$ cat config.mk
export PLATFORM = sky130hd
export DESIGN_NAME = audio_stream_controller
export DESIGN_NICKNAME = d
export VERILOG_FILES = /design/src/rtl/audio_stream_pkg.sv /design/src/rtl/audio_frame_fifo.sv /design/src/rtl/audio_stream_controller.sv
export SDC_FILE = /design/constraint.sdc
export NUM_CORES = 1
export LEC_CHECK = 0
export CORE_ASPECT_RATIO = 2
export CORE_MARGIN = 1.5
export CORE_UTILIZATION = 25
export DETAILED_ROUTE_END_ITERATION = 10
export PLACE_DENSITY = 0.47
export SLEW_MARGIN = 20
export SYNTH_ARGS = -nofsm -noshare
export SYNTH_HDL_FRONTEND = slang
export SYNTH_SLANG_ARGS = --single-unit
$ cat constraint.sdc
create_clock -name Clk -period 5.5 [get_ports Clk]
set_input_delay 0.825 -clock Clk [delete_from_list [all_inputs] [get_ports Clk]]
set_output_delay 0.825 -clock Clk [all_outputs]
set_load 0.02 [all_outputs]
$ cat src/rtl/audio_stream_pkg.sv
// Shared types and constants for the audio stream controller.
// Holds the controller state encoding and counter width helpers.
package audio_stream_pkg;

    typedef enum logic [2:0] {
        S_BEGIN,
        S_SETUP,
        S_RETRY,
        S_PRIME,
        S_PLAY,
        S_FAULT
    } state_e;

    localparam int UNDERRUN_W = 16;

    // Bits needed for a counter that spans 0..n-1 (minimum 1).
    function automatic int cnt_w(input int n);
        return (n < 2) ? 1 : $clog2(n);
    endfunction

endpackage

$ cat src/rtl/audio_frame_fifo.sv
// Synchronous frame FIFO with wrapping pointers and an occupancy count.
// Push while full and pop while empty are silently dropped.
module audio_frame_fifo #(
    parameter int FRAME_W = 32,
    parameter int DEPTH   = 8
) (
    input  logic                     clk_i,
    input  logic                     rst_i,
    input  logic                     push_i,
    input  logic [FRAME_W-1:0]       data_i,
    input  logic                     pop_i,
    output logic [FRAME_W-1:0]       data_o,
    output logic                     full_o,
    output logic                     empty_o,
    output logic [$clog2(DEPTH):0]   count_o
);

    localparam int AW = $clog2(DEPTH);

    logic [FRAME_W-1:0] mem_q [DEPTH];
    logic [AW-1:0]      wptr_q;
    logic [AW-1:0]      rptr_q;
    logic [AW:0]        count_q;
    logic               do_push;
    logic               do_pop;

    assign full_o  = (count_q == (AW+1)'(DEPTH));
    assign empty_o = (count_q == '0);
    assign count_o = count_q;
    assign data_o  = mem_q[rptr_q];
    assign do_push = push_i && !full_o;
    assign do_pop  = pop_i && !empty_o;

    always_ff @(posedge clk_i) begin
        if (do_push) begin
            mem_q[wptr_q] <= data_i;
        end
    end

    always_ff @(posedge clk_i or posedge rst_i) begin
        if (rst_i) begin
            wptr_q  <= '0;
            rptr_q  <= '0;
            count_q <= '0;
        end else begin
            if (do_push) begin
                wptr_q <= wptr_q + 1'b1;
            end
            if (do_pop) begin
                rptr_q <= rptr_q + 1'b1;
            end
            case ({do_push, do_pop})
                2'b10:   count_q <= count_q + 1'b1;
                2'b01:   count_q <= count_q - 1'b1;
                default: count_q <= count_q;
            endcase
        end
    end

endmodule

$ cat src/rtl/audio_stream_controller.sv
// Codec init sequencer with retry/fault plus primed frame streaming.
// Define AUDIO_VOLUME_EN to add the VOLUME attenuation port.
module audio_stream_controller
    import audio_stream_pkg::*;
#(
    parameter int SAMPLE_W     = 16,
    parameter int NUM_CH       = 2,
    parameter int FIFO_DEPTH   = 8,
    parameter int PRIME_LEVEL  = 4,
    parameter int INIT_TIMEOUT = 1000000,
    parameter int MAX_RETRIES  = 3,
    parameter int RETRY_GAP    = 16
) (
    input  logic                         Clk,
    input  logic                         Reset,
    input  logic                         INIT_FINISH,
    output logic                         INIT,
    input  logic [NUM_CH*SAMPLE_W-1:0]   IN_DATA,
    input  logic                         IN_VALID,
    output logic                         IN_READY,
    input  logic                         FRAME_REQ,
    output logic [NUM_CH*SAMPLE_W-1:0]   DAC_DATA,
    output logic                         PLAYING,
    output logic                         FAULT,
    output logic [UNDERRUN_W-1:0]        UNDERRUN_CNT
`ifdef AUDIO_VOLUME_EN
    ,
    input  logic [2:0]                   VOLUME
`endif
);

    localparam int FRAME_W = NUM_CH * SAMPLE_W;
    localparam int CW      = $clog2(FIFO_DEPTH) + 1;
    localparam int TW      = cnt_w(INIT_TIMEOUT);
    localparam int RW      = cnt_w(MAX_RETRIES + 1);
    localparam int GW      = cnt_w(RETRY_GAP);

    localparam logic [TW-1:0] TMO_LAST = TW'(INIT_TIMEOUT - 1);
    localparam logic [RW-1:0] RTY_MAX  = RW'(MAX_RETRIES);
    localparam logic [GW-1:0] GAP_LAST = GW'(RETRY_GAP - 1);
    localparam logic [CW-1:0] PRIME_N  = CW'(PRIME_LEVEL);

    state_e                state_q, state_d;
    logic [TW-1:0]         tmo_q, tmo_d;
    logic [RW-1:0]         rty_q, rty_d;
    logic [GW-1:0]         gap_q, gap_d;
    logic [FRAME_W-1:0]    dac_q, dac_d;
    logic [UNDERRUN_W-1:0] urun_q, urun_d;

    logic                  stream_en;
    logic                  push;
    logic                  pop;
    logic                  req_play;
    logic [FRAME_W-1:0]    head;
    logic [FRAME_W-1:0]    shaped;
    logic                  full;
    logic                  empty;
    logic [CW-1:0]         count;

    audio_frame_fifo #(
        .FRAME_W (FRAME_W),
        .DEPTH   (FIFO_DEPTH)
    ) u_fifo (
        .clk_i   (Clk),
        .rst_i   (Reset),
        .push_i  (push),
        .data_i  (IN_DATA),
        .pop_i   (pop),
        .data_o  (head),
        .full_o  (full),
        .empty_o (empty),
        .count_o (count)
    );

    always_comb begin
        state_d   = state_q;
        tmo_d     = tmo_q;
        rty_d     = rty_q;
        gap_d     = gap_q;
        INIT      = 1'b0;
        PLAYING   = 1'b0;
        FAULT     = 1'b0;
        stream_en = 1'b0;
        unique case (state_q)
            S_BEGIN: begin
                tmo_d   = '0;
                state_d = S_SETUP;
            end
            S_SETUP: begin
                INIT  = 1'b1;
                tmo_d = tmo_q + 1'b1;
                if (INIT_FINISH) begin
                    state_d = S_PRIME;
                end else if (tmo_q == TMO_LAST) begin
                    if (rty_q == RTY_MAX) begin
                        state_d = S_FAULT;
                    end else begin
                        rty_d   = rty_q + 1'b1;
                        gap_d   = '0;
                        state_d = S_RETRY;
                    end
                end
            end
            S_RETRY: begin
                gap_d = gap_q + 1'b1;
                if (gap_q == GAP_LAST) begin
                    tmo_d   = '0;
                    state_d = S_SETUP;
                end
            end
            S_PRIME: begin
                INIT      = 1'b1;
                stream_en = 1'b1;
                if (count >= PRIME_N) begin
                    state_d = S_PLAY;
                end
            end
            S_PLAY: begin
                INIT      = 1'b1;
                PLAYING   = 1'b1;
                stream_en = 1'b1;
            end
            S_FAULT: begin
                FAULT = 1'b1;
            end
            default: begin
                state_d = S_BEGIN;
            end
        endcase
    end

    // Ready ignores FRAME_REQ: a full FIFO refuses even on a pop cycle.
    assign IN_READY = stream_en && !full;
    assign push     = IN_VALID && IN_READY;
    assign req_play = FRAME_REQ && (state_q == S_PLAY);
    assign pop      = req_play && !empty;

    always_comb begin
        shaped = head;
`ifdef AUDIO_VOLUME_EN
        for (int c = 0; c < NUM_CH; c++) begin
            shaped[c*SAMPLE_W +: SAMPLE_W] =
                $signed(head[c*SAMPLE_W +: SAMPLE_W]) >>> VOLUME;
        end
`endif
    end

    always_comb begin
        dac_d  = dac_q;
        urun_d = urun_q;
        if (req_play) begin
            if (!empty) begin
                dac_d = shaped;
            end else begin
                dac_d = '0;
                if (urun_q != '1) begin
                    urun_d = urun_q + 1'b1;
                end
            end
        end
    end

    always_ff @(posedge Clk or posedge Reset) begin
        if (Reset) begin
            state_q <= S_BEGIN;
            tmo_q   <= '0;
            rty_q   <= '0;
            gap_q   <= '0;
            dac_q   <= '0;
            urun_q  <= '0;
        end else begin
            state_q <= state_d;
            tmo_q   <= tmo_d;
            rty_q   <= rty_d;
            gap_q   <= gap_d;
            dac_q   <= dac_d;
            urun_q  <= urun_d;
        end
    end

    assign DAC_DATA     = dac_q;
    assign UNDERRUN_CNT = urun_q;

endmodule

==> impl_metrics.csv, run 1 <==
group,metric,value,unit
power,ir_drop,0.168,mV
cts,cts_tree,"built",
placed_design,postPlaceCellArea,15700,sq um
logic_synthesis,syn_area,13900,sq um
logic_synthesis,synth_nets,851,
global_routing,antenna_found_initial,3,
floorplanning,die_h,336,um
cells_and_area,nFillCells,5363,
setup_path,critical_path.startpoint_type,"flip-flop",
setup_path,worstPathRequired,4.68,ns
cts,post_cts_buffers,0,
route,drcViolationCount,0,
global_routing,grt_usage,12.0,%
global_routing,first_global_vias,8320,
floorplanning,initial_core_util,25.4,%
timing,post-route-min-period,3.55,ns
setup_path,crit_fanout,21,
route,firstDrtPassIters,4,
timing,worst_slew_pin_slew,0.917,ns
power,p_per_area,456,nW/um^2
hold_path,whs_endpoint,"rty_q[0]$_DFFE_PP0P_",
cts,ctsResizeCount,0,
setup_path,regToRegSetupSlack,2.04,ns
placed_design,numPortBuffers,88,
route,vias,7443,
timing,period_share,64.6,%
cells_and_area,num-nets-final,953,
floorplanning,rows,121,
cells_and_area,drive_gt1_share,16.5,%
timing,rsz0062_at_grt,"no",
power,total_leakage_power,5.61,nW
floorplanning,coreArea,54700,sq um
setup_path,critPathArrivalTime,2.73,ns
logic_synthesis,synth-edff-count,256,
cells_and_area,final_cells,1671,
cells_and_area,n_antenna_cell,0,
status,outcome,"finished clean",
logic_synthesis,yosysWarnings,0,
cts,htreeDepth,2,
placed_design,dp_hpwl,20400,um
timing,holdWs,0.487,ns
cells_and_area,final_cell_mix,"edfxtp_1 (256), clkdlybuf4s50_1 (88), dfrtp_1 (84), mux4_2 (64), nand2_1 (56)",
cts,clk_pin_slew,0.07,ns
placed_design,place_congestion,0.776,
cts,clock_latency,0.53,ns
route,routedWlPerCell,19.9,um
hold_path,hold_start,"rty_q[0]$_DFFE_PP0P_",
timing,tns,0,ns
route,wl,33200,um
cells_and_area,finalInstanceArea,16800,sq um
flow_run,cap_violations,0,
logic_synthesis,synth_cells,805,
timing,skew,0.0167,ns
hold_path,min_path_type,"flip-flop to flip-flop",
route,drt_iter0_markers,435,
cts,clock_path_buffers,3,
placed_design,dp_cells,1608,
logic_synthesis,yosysSeqAreaShare,71.2,%
setup_path,critPathCaptureType,"output port",
timing,finalMaxSlewViolations,0,
cells_and_area,area_delta_synth_final,21.3,%
logic_synthesis,syn-mean-instance-area,17.2,sq um
route,vias_per_cell,4.45,
setup_path,reg2reg_to,"u_fifo.mem_q[7][19]$_DFFE_PP_",
logic_synthesis,ys.flop_type,"edfxtp_1",
setup_path,reg2reg_depth,5,
logic_synthesis,async_flop_share,25.4,%
global_routing,grt_max_degree,67,
setup_path,r2r_start,"state_q[2]$_DFFE_PP0P_",
setup_path,worstSetupPathType,"flip-flop to output port",
global_routing,grt-ovfl-total,0,
cts,cts_buffers,34,
floorplanning,fp.dieArea,56900,sq um
logic_synthesis,synth_seq_cells,343,
route,antenna_left,0,
timing,fmax,0.281,GHz
cells_and_area,layout_commonest_cell,"edfxtp_1",
timing,hold_violations,0,
logic_synthesis,ys_types,59,
global_routing,grt_pass1_wl,51200,um
floorplanning,die_width,169,um
hold_path,holdPathStages,1,
timing,slew_headroom,37.3,%
cts,cts_root_buf,"clkbuf_16",
cts,hold_buffers,0,
timing,setup_violations,0,
cts,cts.sinks,343,
floorplanning,io_pins,89,
per-stage QoR:
step,setup slack (ns),power (mW),utilization (%)
finish,1.95,7.67,30.8
global route,1.77,8.06,30.8
CTS,1.89,7.81,30.7
detailed placement,1.94,5.49,28.7
global placement,1.96,5.46,28.7
floorplan,0.236,4.71,-
area by class of cell:
cell class / instances / area, sq um / share of cell area, %
sequential: 343 / 9870 / 58.7
multi-input combinational: 410 / 3840 / 22.8
timing repair buffer: 105 / 1040 / 6.19
clock buffer: 45 / 923 / 5.49
tap: 738 / 923 / 5.49
clock inverter: 17 / 158 / 0.938
inverter: 13 / 51.3 / 0.305
report_power, final:
group	leakage [nW]	internal [mW]	switching, mW	total, mW
clock network	0.519	1.29	1.01	2.30
logic	1.66	0.964	1.03	1.99
registers	3.43	3.07	0.311	3.38
total	5.61	5.32	2.35	7.67
how the worst max path moves through the flow:
stage / from / endpoint / slack (ns) / cells after the start
2_1_floorplan: state_q[0]$_DFFE_PP0P_ / u_fifo.mem_q[1][0]$_DFFE_PP_ / 0.24 / 6
3_3_place_gp: FRAME_REQ / u_fifo.count_o[2]$_DFFE_PP0P_ / 1.96 / 12
3_5_place_dp: FRAME_REQ / u_fifo.count_o[2]$_DFFE_PP0P_ / 1.94 / 12
4_1_cts: state_q[2]$_DFFE_PP0P_ / IN_READY / 1.89 / 3
5_1_grt: state_q[2]$_DFFE_PP0P_ / u_fifo.mem_q[7][21]$_DFFE_PP_ / 1.77 / 5
6_report: state_q[2]$_DFFE_PP0P_ / IN_READY / 1.95 / 3
flip-flops by register name, indices dropped and copies added (netlist names):
| signal | count |
|---|---|
| u_fifo.mem_q | 256 |
| DAC_DATA | 32 |
| tmo_q | 20 |
| UNDERRUN_CNT | 16 |
| gap_q | 4 |
| u_fifo.count_o | 4 |
| state_q | 3 |
| u_fifo.rptr_q | 3 |
| u_fifo.wptr_q | 3 |
| rty_q | 2 |
critical path, stage by stage (launching register included):
cell	delay, ns
dfrtp_1	0.75
or3b_1	0.46
a21oi_1	0.32
clkdlybuf4s50_1	0.68
cell usage after synthesis, drive strengths merged (3+ instances only):
library cell  count  area, sq um
nand2            56          210
edfxtp          256         7690
a211oi            3         22.5
dfrtp            87         2180
o21ai            43          215
ha                9          113
mux2i            32          320
xor2             17          149
nor3b             3         22.5
xnor2            11         96.3
o31ai            12         90.1
mux2              7         82.6
nand3b            4         30.0
nand3            21          105
a21o              4         30.0
buf              19         96.3
and4              5         43.8
a21oi            19         95.1
nor3              9         45.0
nand4            10         62.6
nor4b             4         41.3
clkbuf           20         75.1
o21a              4         30.0
nor2             10         37.5
a2111oi           3         33.8
mux4             64         1440
inv              13         48.8
a31oi             3         18.8
nor4             16          115
or4               6         45.0
and3              7         43.8
routing by layer:
layer	global-route usage, %	up-vias	wire length [um]
li1	-	3404	-
met2	23.3	117	18500
met3	1.97	50	1090
met4	4.31	4	902
met1	13.0	3868	12700
met5	0	-	27
kinds of logic (layout without fill, tap and decap cells):
kind of cell    Yosys count  after routing  share of synthesized area, %
fa+ha+maj                 9              9                         0.813
buf+inv                  52            180                          1.59
flops                   343            343                          71.2
mux                     103            103                          13.3
compound gates          102            102                          4.55
xor+xnor                 28             28                          1.77
simple gates            168            168                          6.79
(Power assumes the default switching activity.)
==> run 2: changes to the inputs <==
Settings changed: PLACE_DENSITY 0.47 to 0.49.
Clock period 5.5 ns to 2.93 ns, I/O delays scaled along.
==> impl_metrics.csv, run 2 (synthesis gave the netlist of run 1 again) <==
group,metric,value,unit
cells_and_area,largest_reg_flops,256,
timing,post-route-min-period,2.83,ns
floorplanning,initial_core_util,25.4,%
route,drt_iter0_markers,442,
global_routing,grt_pass1_wl,49900,um
route,antenna_left,0,
route,routedWlPerCell,19.2,um
timing,finalMaxSlewViolations,0,
timing,skew,0.0185,ns
cts,htreeDepth,1,
timing,fmax,0.354,GHz
cells_and_area,num-nets-final,965,
timing,slew_headroom,49.6,%
route,drcViolationCount,0,
setup_path,critPathCaptureType,"output port",
floorplanning,io_pins,89,
timing,hold_violations,0,
timing,worst_slew_pin_slew,0.736,ns
cts,post_cts_buffers,0,
hold_path,min_path_type,"primary input to async pin",
floorplanning,fp.dieArea,56900,sq um
cells_and_area,regMostFlops,"u_fifo.mem_q",
setup_path,worstSetupPathType,"flip-flop to output port",
floorplanning,rows,121,
route,wl,32200,um
cts,clock_latency,0.57,ns
placed_design,place_congestion,0.766,
global_routing,grt_max_degree,53,
route,firstDrtPassIters,4,
route,vias_per_cell,4.44,
cts,cts_tree,"built",
placed_design,dp_hpwl,20400,um
global_routing,first_global_vias,8208,
cells_and_area,n_antenna_cell,0,
cts,hold_buffers,0,
cts,clk_pin_slew,0.07,ns
route,vias,7464,
floorplanning,die_width,169,um
global_routing,grt_usage,11.6,%
cts,ctsResizeCount,1,
power,p_per_area,854,nW/um^2
setup_path,critPathArrivalTime,2.39,ns
cells_and_area,nFillCells,5321,
status,outcome,"finished clean",
cells_and_area,area_delta_synth_final,22.9,%
timing,rsz0062_at_grt,"no",
cts,cts.sinks,343,
cts,cts_buffers,30,
setup_path,worstPathRequired,2.49,ns
floorplanning,coreArea,54700,sq um
setup_path,critical_path.startpoint_type,"flip-flop",
setup_path,crit_fanout,16,
global_routing,antenna_found_initial,3,
cells_and_area,final_cell_mix,"edfxtp_1 (256), clkdlybuf4s50_1 (88), dfrtp_1 (84), mux4_2 (64), nand2_1 (55)",
timing,tns,0,ns
flow_run,cap_violations,0,
cts,clock_path_buffers,3,
timing,setup_violations,0,
cells_and_area,drive_gt1_share,18.8,%
power,total_leakage_power,5.75,nW
global_routing,grt-ovfl-total,0,
cts,cts_root_buf,"clkbuf_16",
timing,holdWs,0.387,ns
cells_and_area,layout_commonest_cell,"edfxtp_1",
floorplanning,die_h,336,um
placed_design,numPortBuffers,88,
power,ir_drop,0.494,mV
timing,period_share,96.5,%
[run 2: changes by cell type in the layout (fill, tap and decap cells not counted), moves of 3 or more]
cell       change
clkbuf_1       -7
clkbuf_16      -4
nor4_4         +4
bufinv_16      +3
buf_4         +11
nor3_2         -3
clkinv_1       -3
nor3_4         +3
buf_12         +6
nor4_2         -4
clkinv_2       +5
clkbuf_8       +4
[run 2: where the power goes]
group	total, mW	switching, mW	internal [mW]
Clock	4.28	1.79	2.50
Combinational	3.96	2.04	1.93
Sequential	6.29	0.545	5.75
[run 2: cell type report]
| type | instances | area [sq um] | share of cell area, % |
|---|---|---|---|
| clock buffers | 38 | 852 | 5.00 |
| clock inverters | 18 | 219 | 1.29 |
| inverters | 13 | 51.3 | 0.301 |
| multi-input cells | 410 | 3900 | 22.9 |
| flip-flops and latches | 343 | 9870 | 58.0 |
| well taps | 738 | 923 | 5.42 |
| repair buffers | 121 | 1220 | 7.14 |
[run 2: final timing paths]
check	startpoint	endpoint	slack (ns)	cells after the start
min reg2reg	DAC_DATA[25]$_DFFE_PP0N_	DAC_DATA[25]$_DFFE_PP0N_	0.48	2
min in group Clk	DAC_DATA[25]$_DFFE_PP0N_	DAC_DATA[25]$_DFFE_PP0N_	0.48	2
min	Reset	UNDERRUN_CNT[9]$_DFFE_PP0P_	0.39	2
max reg2reg	state_q[2]$_DFFE_PP0P_	u_fifo.count_o[2]$_DFFE_PP0P_	0.57	11
max	state_q[2]$_DFFE_PP0P_	INIT	0.10	4
max in group asynchronous	Reset	DAC_DATA[3]$_DFFE_PP0N_	1.87	3
[run 2: metrics by stage]
stage | total power [mW] | utilization (%) | area [sq um] | std cells | worst slack (ns)
after floorplan | 8.96 | - | 14000 | 805 | -0.0801
after detailed placement | 10.5 | 29.2 | 16000 | 1625 | 0.311
after CTS | 14.9 | 31.2 | 17000 | 1681 | 0.0578
final | 14.5 | 31.2 | 17000 | 1681 | 0.103
after global placement | 10.5 | 29.2 | 16000 | 1625 | 0.325
after global routing | 15.3 | 31.2 | 17000 | 1681 | 0.00378
[run 2: metal layers]
layer / vias up / wire, um / GRT usage [%]
met1: 3878 / 12800 / 13.1
li1: 3415 / - / -
met3: 45 / 1260 / 2.02
met2: 122 / 17500 / 21.8
met4: 4 / 731 / 3.67
met5: - / 23 / 0
[run 2: worst max-delay path, stage by stage, from the launching register on]
cell             delay (ns)
dfrtp_1                0.44
buf_4                  0.21
or3b_4                 0.47
nand3_1                0.10
clkdlybuf4s50_1        0.60
